`config.mk`:
```
export PLATFORM = sky130hd
export DESIGN_NAME = serial_subtractor_8
export DESIGN_NICKNAME = d
export VERILOG_FILES = /design/src/rtl/arith_pkg.sv /design/src/rtl/serial_sub_cell.sv /design/src/rtl/serial_subtractor_8.sv
export SDC_FILE = /design/constraint.sdc
export NUM_CORES = 1
export LEC_CHECK = 0
export ABC_AREA = 1
export CAP_MARGIN = 0
export CORE_ASPECT_RATIO = 1.25
export CORE_MARGIN = 3
export CORE_UTILIZATION = 35
export CTS_BUF_LIST = sky130_fd_sc_hd__clkbuf_2 sky130_fd_sc_hd__clkbuf_4 sky130_fd_sc_hd__clkbuf_8
export CTS_CLUSTER_DIAMETER = 50
export DETAILED_ROUTE_END_ITERATION = 8
export SLEW_MARGIN = 20
export SYNTH_ARGS = -nofsm -noshare
export SYNTH_HDL_FRONTEND = slang
export SYNTH_SLANG_ARGS = --single-unit
```
`constraint.sdc`:
```
create_clock -name clk -period 1.3 [get_ports clk]
set_clock_uncertainty 0.1 [all_clocks]
set_input_delay 0.13 -clock clk [delete_from_list [all_inputs] [get_ports clk]]
set_output_delay 0.13 -clock clk [all_outputs]
set_load 0.02 [all_outputs]
```
`src/rtl/arith_pkg.sv`:
```
// Shared arithmetic-datapath types and constants for the serial subtractor.
package arith_pkg;

   typedef enum logic {
      IDLE = 1'b0,
      BUSY = 1'b1
   } sub_state_t;

   localparam logic SUB_CARRY_SEED = 1'b1;
   localparam int   DEFAULT_WIDTH  = 8;

endpackage

```
`src/rtl/serial_sub_cell.sv`:
```
// One-bit full-adder slice; fed with a and ~b it forms one subtract bit.
module serial_sub_cell (
   input  logic a_bit,
   input  logic nb_bit,
   input  logic cin,
   output logic s,
   output logic cout
);

   assign s    = a_bit ^ nb_bit ^ cin;
   assign cout = (a_bit & nb_bit) | (a_bit & cin) | (nb_bit & cin);

endmodule

```
`src/rtl/serial_subtractor_8.sv`:
```
// Bit-serial a - b, LSB first, one full-adder cell reused over WIDTH cycles.
// Optional signed-overflow output ovf when SERIAL_SUB_OVF_EN is defined.
module serial_subtractor_8
   import arith_pkg::*;
#(
   parameter int WIDTH = DEFAULT_WIDTH
) (
   input  logic             clk,
   input  logic             rst,
   input  logic             start,
   input  logic [WIDTH-1:0] a,
   input  logic [WIDTH-1:0] b,
   output logic             busy,
   output logic             done,
   output logic [WIDTH-1:0] diff,
   output logic             borrow
`ifdef SERIAL_SUB_OVF_EN
   ,
   output logic             ovf
`endif
);

   localparam int CNT_W = $clog2(WIDTH);
   localparam logic [CNT_W-1:0] CNT_LAST = CNT_W'(WIDTH - 1);

   sub_state_t       state_q, state_d;
   logic [WIDTH-1:0] a_sr, b_sr, r_sr, r_nxt;
   logic [CNT_W-1:0] cnt;
   logic             carry;
   logic             s, cout;
   logic             accept, last;

   serial_sub_cell u_cell (
      .a_bit  (a_sr[0]),
      .nb_bit (b_sr[0]),
      .cin    (carry),
      .s      (s),
      .cout   (cout)
   );

   // New sum bit enters at the MSB so after WIDTH shifts R holds the result.
   assign r_nxt = {s, r_sr[WIDTH-1:1]};

   always_comb begin
      state_d = state_q;
      accept  = 1'b0;
      last    = 1'b0;
      case (state_q)
         IDLE: begin
            if (start) begin
               accept  = 1'b1;
               state_d = BUSY;
            end
         end
         BUSY: begin
            if (cnt == CNT_LAST) begin
               last    = 1'b1;
               state_d = IDLE;
            end
         end
         default: state_d = IDLE;
      endcase
   end

   always_ff @(posedge clk or posedge rst) begin
      if (rst) state_q <= IDLE;
      else     state_q <= state_d;
   end

   always_ff @(posedge clk or posedge rst) begin
      if (rst) begin
         a_sr   <= '0;
         b_sr   <= '0;
         r_sr   <= '0;
         cnt    <= '0;
         carry  <= 1'b0;
         busy   <= 1'b0;
         done   <= 1'b0;
         diff   <= '0;
         borrow <= 1'b0;
`ifdef SERIAL_SUB_OVF_EN
         ovf    <= 1'b0;
`endif
      end else begin
         done <= 1'b0;
         if (accept) begin
            a_sr  <= a;
            b_sr  <= ~b;
            r_sr  <= '0;
            carry <= SUB_CARRY_SEED;
            cnt   <= '0;
            busy  <= 1'b1;
         end else if (state_q == BUSY) begin
            a_sr  <= a_sr >> 1;
            b_sr  <= b_sr >> 1;
            r_sr  <= r_nxt;
            carry <= cout;
            cnt   <= last ? '0 : cnt + CNT_W'(1);
            if (last) begin
               diff   <= r_nxt;
               borrow <= ~cout;
               done   <= 1'b1;
               busy   <= 1'b0;
`ifdef SERIAL_SUB_OVF_EN
               // carry still holds the carry into the MSB on the final bit
               ovf    <= carry ^ cout;
`endif
            end
         end
      end
   end

endmodule

```
Word level (Yosys, flattened, before mapping)
Cells that the tools add are included.
{"block": "totals", "register_bits": 40, "inputBits": 19, "output_inout_bits": 11}
{"block": "classes", "addsub": 1, "eq_ne": 1, "muxes": 23, "bitwise": 11, "reduce_logical": 4}
{"op": "8-bit 2-to-1 mux", "count": 6}
{"op": "1-bit 2-to-1 mux", "count": 13}
{"op": "3-bit 2-to-1 mux", "count": 3}
{"op": "8-bit inverter", "count": 1}
{"op": "2-bit nonzero test", "count": 2}
{"op": "3-bit by 1-bit adder with 3-bit output (second input constant)", "count": 1}
{"op": "1-bit AND", "count": 3}
{"op": "3-bit == test (second input constant)", "count": 1}
{"op": "1-bit inverter", "count": 3}
{"op": "3-bit AND reduction", "count": 1}
{"op": "1-bit bitwise OR", "count": 2}
{"op": "1-bit case mux with 2 select lines", "count": 1}
{"op": "2-bit AND reduction", "count": 1}
{"op": "1-bit XOR", "count": 2}

Logic depth before layout (Yosys ltp)
Gate-level depths: netlist of run 1.
{"block": "logic_depth", "word_depth": 6, "depth_mapped": 6, "ltp_nobuf": 6}

Modules after synthesis
A second synthesis of run 1 with hierarchy kept.
{"block": "unflattened", "cells_unflattened": 174, "hier_area_um2": 1666.6}
{"mod": "serial_subtractor_8", "n_inst": 1, "cells_per_inst": 173, "area_per_inst_um2": 1646.6, "seq_area_each_um2": 975.9}
{"mod": "serial_sub_cell", "n_inst": 1, "cells_per_inst": 1, "area_per_inst_um2": 20.0, "seq_area_each_um2": 0.0}

Least setup slack after synthesis of run 1
Ideal clock, no wire load.
{"block": "synth_timing", "path_type": "reg-to-reg", "from": "register cnt[0]", "to": "register diff[1]", "setup_time_ps": 126, "arrival_ps": 1069, "t_required_ps": 1074, "path_slack_ps": 5, "path_stages_with_launch": 6, "n_path_buf": 1, "synth_period_minus_slack_ps": 1295, "path_cell_list": "dfrtp_1 -> ha_1 -> ha_1 -> nand2_2 -> buf_6 -> o21ai_0"}
{"block": "synth_via", "elab_chain_len": 4}
{"item": "start, declared", "line_no": "serial_subtractor_8.sv:28", "rtl": "logic [CNT_W-1:0] cnt;"}
{"item": "start signal, assigned", "line_no": "serial_subtractor_8.sv:98", "rtl": "cnt <= last ? '0 : cnt + CNT_W'(1);"}
{"item": "3-bit == test", "line_no": "serial_subtractor_8.sv:56", "rtl": "if (cnt == CNT_LAST) begin"}
{"item": "1-bit 2-to-1 mux", "line_no": "serial_subtractor_8.sv:56"}
{"item": "1-bit 2-to-1 mux", "line_no": "serial_subtractor_8.sv:48", "rtl": "case (state_q)"}
{"item": "3-bit AND reduction (no source line)"}
{"item": "end signal, assigned", "line_no": "serial_subtractor_8.sv:100", "rtl": "diff <= r_nxt;"}
{"item": "end, declared", "line_no": "serial_subtractor_8.sv:15", "rtl": "output logic [WIDTH-1:0] diff,"}
Every way passes these cells.
A chain may end at the register's enable or synchronous reset.

Final worst setup path of run 1
{"block": "layout_timing", "from": "register cnt[1]", "to": "register diff[6]"}
Same word-level chain as after synthesis.

==> summary.txt, run 1 <==
Power
  – P_sw: 1735 uW
  – Internal power: 3136 uW
  – Register share of total power: 0.406
  – Leak Pwr: 0.001120 uW
  – Max IR drop VDD: 0.7712 mV
  – Clock Power Share: 0.213
  – Total Power: 4871 uW
  – Switching share of total power: 0.3562
  – Pwr/cell area: 2144 nW/um2
  – Logic gate share of total power: 0.381

Placement
  – DP Area: 2103 um2
  – Detailed Place HPWL: 2.245 mm
  – Final GP Congestion: 0.7250
  – PortBufs: 29
  – Placed Instances: 264

Global route
  – Gr usage total: 0.1252
  – Initial antenna violation count: 0
  – Largest net degree at the start of global routing: 40
  – Number of global-route vias before repair: 1,270
  – GRT overflow: 0
  – Global-route wire length before repair: 5.575 mm

CTS
  – Total clock buffers created by CTS: 5
  – Clock Tree Buf Depth: 2
  – Worst-path clk slew: 80 ps
  – H-tree depth: 2
  – Postcts setup bufs: 0
  – Clk Tree Root Cell: clkbuf_8
  – Worst-Skew Late Latency: 290 ps
  – CTS hold repair buffers: 0
  – Clock Sinks: 39
  – CTS tree: built

Yosys
  – Syn Area/Cell: 9.732 um2
  – Syn nets: 198
  – Mapped Cells: 176
  – FFs w/ async S/R, synth: 1.000
  – Mapped cell area: 1713 um2
  – Post-synth top area cell: dfrtp_1
  – Share of Yosys cell area claimed by the top area cell type: 0.5698
  – Synth cell count leaders: nand2_1 (62), dfrtp_1 (39), nand3_1 (21), inv_1 (12), o21ai_0 (9)
  – Top cells by area, synth: dfrtp_1 (57%), nand2_1 (14%), nand3_1 (6.1%), buf_6 (3.9%), o21ai_2 (3.1%)
  – Register area share after synthesis: 0.5698
  – Cell variety after synth: 19
  – Synth Register Bits: 39
  – Post-synth EDFFs: 0
  – Most numerous cell in the Yosys netlist: nand2_1
  – Synth warnings: 0
  – Post-synth top flop: dfrtp_1

Cells and area
  – Filler instances: 456
  – Area of the multi-input gates: 633.1 um2
  – Post-route cell area: 2272 um2
  – Final cell count without fillers: 273
  – Antenna Cells: 0
  – Register area: 977.2 um2
  – Layout cells sized above 1: 0.1907
  – Area growth from synthesis to final layout: 32.65%
  – Nets: 236

Routing
  – DRC viols: 0
  – DRT Wirelength: 3.205 mm
  – DR iter-0 viols: 51
  – Final ANT Viol Nets: 0
  – Via/cell ratio: 4.564
  – Drt pass-1 iters: 4
  – Via Count: 1,246
  – WL per Instance: 11.74 um

Timing
  – Hold Vio Cnt, Final: 0
  – RSZ-0062 raised after global routing: yes
  – Worst slew pin tran: 221.3 ps
  – Rel. slew slack: 0.8525
  – Fmax: 794.2 MHz
  – Crit share post-route: 0.9686
  – Setup TNS: 0 ps
  – Final min period: 1259 ps
  – Final setup fails: 0
  – Max Slew Vio Count: 0

Worst setup path
  – Reg-to-Reg End: diff[6]
  – CP required: 1420 ps
  – Type of origin of the critical path: flop
  – Crit. End Element: flop
  – Crit path capture: diff[6]
  – Critical Path AT: 1380 ps
  – Crit path launch: cnt[1]
  – Register-to-Register Setup Slack: 40 ps
  – Max Fanout on Critical Path: 6
  – RR Startpoint: cnt[1]
  – R2R depth: 6
  – Critical path type: flop to flop

Floorplanning
  – Top-Level Pins: 30
  – Row count: 27
  – Die Span X: 68.57 um
  – Initial Utilization: 0.3756
  – Core box area: 4561 um2
  – Die Y: 84.22 um
  – Die ar.: 5775 um2

Run
  – Number of max-cap violations: 0

Min path
  – Worst min path class: primary input to async pin

Run status
  – Outcome: complete, no violations
==> stage by stage <==
| stage | setup WS, ps | hold WS (ps) | utilization |
|---|---|---|---|
| after floorplan | 4.604 | 137.3 | - |
| after global placement | 4.039 | 356.0 | 0.4612 |
| after detailed placement | -70.13 | 366.2 | 0.4612 |
| after CTS | 7.960 | 102.9 | 0.4845 |
| after global routing | -19.37 | 132.5 | 0.4982 |
| final | 40.85 | 83.56 | 0.4982 |
==> timing repair <==
item | in CTS | in global routing
pin swaps | 0 | 2
cloned | 0 | 1
resized for setup | 12 | 18
endpoints found under the setup margin | 14 | 12
==> cells by family (layout without fill, tap and decap cells) <==
kind of cell / count (synthesis) / after routing / share of synthesized area
adder cells (fa/ha/maj): 3 / 3 / 0.02629
buffers and inverters: 22 / 61 / 0.07962
AND/OR/NAND/NOR: 96 / 96 / 0.2630
flip-flops: 39 / 39 / 0.5698
AO/OA/AOI/OAI: 16 / 16 / 0.06136
==> critical path: stages (launching register included) <==
cell       delay (ps)
dfrtp_1           380
ha_2              200
ha_4              160
nand2_4           100
clkbuf_16         150
nand2_2            40
o21ai_1            60
==> per-layer routing <==
layer | track usage | share of wire | up-vias
met5 | 0 | 0 | -
met4 | 0.04340 | 0.014 | 0
met3 | 0.03748 | 0.049 | 4
met2 | 0.1868 | 0.46 | 34
met1 | 0.1707 | 0.48 | 572
li1 | - | - | 636
==> worst min-delay path by stage <==
| stage | end | cells past startpoint | start |
|---|---|---|---|
| after global routing | diff[7] | 3 | rst |
| final | cnt[2] | 3 | rst |
| after CTS | diff[7] | 3 | rst |
| after detailed placement | cnt[1] | 2 | cnt[1] |
| after global placement | a_sr[7] | 2 | a_sr[7] |
| after floorplan | b_sr[7] | 1 | b[7] |
==> flip-flops by register name, summed over array words and instances (netlist names) <==
register	cells
a_sr	8
b_sr	8
diff	8
r_sr	7
cnt	3
borrow	1
busy	1
carry	1
done	1
state_q	1
==> cell usage in the layout, fill, tap and decap left out, types with 2 or more instances in the layout <==
master and n:
o21ai_2 6, o21ai_1 7, clkbuf_8 6, inv_1 12
nand2_2 4, nand2_1 58, o21ai_0 2, nand3_1 21
clkdlybuf4s50_1 18, buf_4 6, buf_12 3, nand3_2 2
nand3b_2 3, nand3b_1 5, dfrtp_1 38, dlygate4sd2_1 11
==> power by group through the flow <==
| stage | sequential, uW | clock, uW | combinational [uW] |
|---|---|---|---|
| 6_report | 1980 | 1040 | 1850 |
| 5_1_grt | 2040 | 1110 | 2110 |
| 4_1_cts | 1950 | 1070 | 1770 |
| 3_5_place_dp | 1980 | 0 | 1860 |
| 3_3_place_gp | 1970 | 0 | 1820 |
| 2_1_floorplan | 2090 | 0 | 1110 |
==> layout make-up <==
cell class | instances | area share
sequential | 39 | 0.4301
multi-input combinational | 115 | 0.2786
timing repair buffer | 40 | 0.1839
clock buffer | 6 | 0.03634
tap | 58 | 0.03194
inverter | 13 | 0.02368
clock inverter | 2 | 0.01542
Note: power is estimated with default switching activity, not from simulation.
==> run 2, diff against run 1 <==
CORE_UTILIZATION = 49   (was 35)
PLACE_DENSITY = 0.78   (was default)
==> run 2 against run 1 <==
  * Critical endpoint is now diff[1]
  * Total power increased by 1.0%
  * Worst setup slack got worse by 9.5 ps
  * Non-clock buffer count decreased by 1
  * Largest power group unchanged
  * Flip-flop and latch count unchanged
  * Combinational power increased by 3%
  * Die area decreased by 26%
  * Utilization increased by 19 points
  * Hold slack improved by 4.9 ps
  * Clock power about the same
==> summary.txt, run 2 (same netlist as run 1, synthesis figures left out) <==
Worst setup path
  – Critical path's largest stage delay: 360 ps (-20 ps)
  – R2R depth: 6 (unchanged)
  – Worst path top cell family by delay: flip-flops
  – Critical path's slowest cell: dfrtp_1
  – Crit. End Element: flop
  – CP bufs+invs: 1 (unchanged)
  – Max Fanout on Critical Path: 4 (-2)
  – Crit-path cells: ha_2 -> ha_4 -> nand2_4 -> buf_4 -> nand2_1 -> o21ai_0
  – Type of origin of the critical path: flop
  – RR Startpoint: cnt[1]
  – Critical Path AT: 1340 ps (-40 ps)
  – Critical path type: flop to flop
  – Crit path launch: cnt[1]
  – Critical path depth in cells: 6 (unchanged)
  – CP required: 1370 ps (-50 ps)

Power
  – Register share of total power: 0.403 (-0.003)
  – Pwr/cell area: 2195 nW/um2 (+2.4%)
  – Clock Power Share: 0.208 (-0.005)
  – Internal power: 3144 uW (+0.26%)
  – P_sw: 1777 uW (+2.4%)
  – Total Power: 4921 uW (+1.0%)
  – Logic gate share of total power: 0.389 (+0.008)
  – Switching share of total power: 0.3611 (+0.004831)
  – Leak Pwr: 0.001118 uW (-0.23%)
  – Max IR drop VDD: 1.453 mV (+88%)

Global route
  – Global-route wire length before repair: 5.595 mm (+0.36%)
  – Largest net degree at the start of global routing: 40 (unchanged)
  – GRT overflow: 0 (unchanged)
  – Number of global-route vias before repair: 1,341 (+5.6%)
  – Gr usage total: 0.1763 (+0.05106)
  – Initial antenna violation count: 0 (unchanged)

Floorplanning
  – Top-Level Pins: 30 (unchanged)
  – Row count: 23 (-15%)
  – Initial Utilization: 0.5221 (+0.1465)
  – Die Span X: 58.88 um (-14%)
  – Die ar.: 4246 um2 (-26%)
  – Die Y: 72.11 um (-14%)
  – Core box area: 3281 um2 (-28%)

Routing
  – DRT Wirelength: 3.316 mm (+3.5%)
  – DR iter-0 viols: 42 (-18%)
  – WL per Instance: 13.16 um (+12%)
  – Final ANT Viol Nets: 0 (unchanged)
  – DRC viols: 0 (unchanged)
  – Via/cell ratio: 5.052 (+11%)
  – Drt pass-1 iters: 4 (unchanged)
  – Via Count: 1,273 (+2.2%)

Timing
  – Final min period: 1269 ps (+9.516 ps)
  – RSZ-0062 raised after global routing: yes
  – Final setup fails: 0 (unchanged)
  – Fmax: 788.2 MHz (-0.75%)
  – Setup TNS: 0 ps (unchanged)
  – Hold Vio Cnt, Final: 0 (unchanged)
  – Max Slew Vio Count: 0 (unchanged)
  – Worst slew pin tran: 334.8 ps (+113.6 ps)
  – Crit share post-route: 0.9759 (+0.007320)
  – Hold slack: 88.42 ps (+4.856 ps)
  – Rel. slew slack: 0.7763 (-0.07623)

Cells and area
  – Nets: 236 (unchanged)
  – Finished Core Util: 0.6834 (+0.1852)
  – Filler instances: 266 (-42%)
  – Most frequent cells in the layout: nand2_1 (59), dfrtp_1 (38), nand3_1 (21), clkdlybuf4s50_1 (18), inv_1 (12)
  – Layout cells sized above 1: 0.1860 (-0.004651)
  – Most common cell after layout, fill and taps aside: nand2_1
  – Antenna Cells: 0 (unchanged)
  – Area growth from synthesis to final layout: 30.90%
  – Largest regs: a_sr (8), b_sr (8), diff (8)
  – Post-route cell area: 2242 um2 (-1.3%)

Run
  – Number of max-cap violations: 0 (unchanged)

Min path
  – Worst min path class: primary input to async pin

CTS
  – CTS hold repair buffers: 0 (unchanged)
  – Worst-path clk slew: 70 ps (about the same)
  – Total clock buffers created by CTS: 5 (unchanged)
  – Clock Tree Buf Depth: 2 (unchanged)
  – Clk Tree Root Cell: clkbuf_8
  – CTS tree: built
  – Worst-Skew Late Latency: 290 ps (about the same)
  – Clock Sinks: 39 (unchanged)
  – H-tree depth: 2 (unchanged)

Placement
  – Final GP Congestion: 0.7429 (+2.5%)
  – DP Area: 2049 um2 (-2.6%)
  – Detailed Place HPWL: 2.219 mm (-1.2%)
  – PortBufs: 29 (unchanged)

Run status
  – Outcome: complete, no violations
==> run 2: worst paths after layout <==
kind	to	slack (ps)
min reg2reg	a_sr[7]	380
min in group clk	b_sr[7]	310
max reg2reg	diff[1]	30
max in group asynchronous	state_q	800
min	diff[0]	90
max	diff[1]	30
==> run 2: per-layer routing <==
layer  routed length, um  global-route usage
met4                  74             0.07557
met3                 182             0.04982
met5                   0                   0
met1                1372              0.1941
met2                1686              0.3108
==> run 2: cell type report <==
| type | count | area [um2] | area share |
|---|---|---|---|
| clock buffers | 6 | 82.58 | 0.03683 |
| clock inverters | 2 | 35.03 | 0.01563 |
| inverters | 13 | 61.31 | 0.02734 |
| multi-input cells | 116 | 641.9 | 0.2863 |
| flip-flops and latches | 39 | 977.2 | 0.4358 |
| well taps | 37 | 46.29 | 0.02065 |
| repair buffers | 39 | 397.9 | 0.1775 |
==> run 2: tightest hold or removal path, delay by kind of cell <==
kind,cells,cell delay [ps]
buffers and inverters,3,720
==> run 2: metrics by stage <==
stage / instances / setup slack, ps
floorplan: 176 / 4.604
detailed placement: 241 / -210.5
CTS: 250 / 2.071
finish: 252 / 31.34
global route: 252 / -26.50
global placement: 241 / -174.3
==> run 2: repair_timing <==
action / in CTS / in global routing
pin swaps: 1 / 0
setup endpoints to repair: 48 / 13
buffers inserted: 0 / 1
gates resized for setup: 16 / 16
gates cloned: 1 / 1
==> run 2: power by group through the flow <==
stage               clock network (uW)  logic [uW]  registers (uW)
global placement                     0        1750            1950
global route                      1110        2140            2040
floorplan                            0        1110            2090
CTS                               1060        1780            1960
finish                            1030        1910            1980
detailed placement                   0        1830            1970
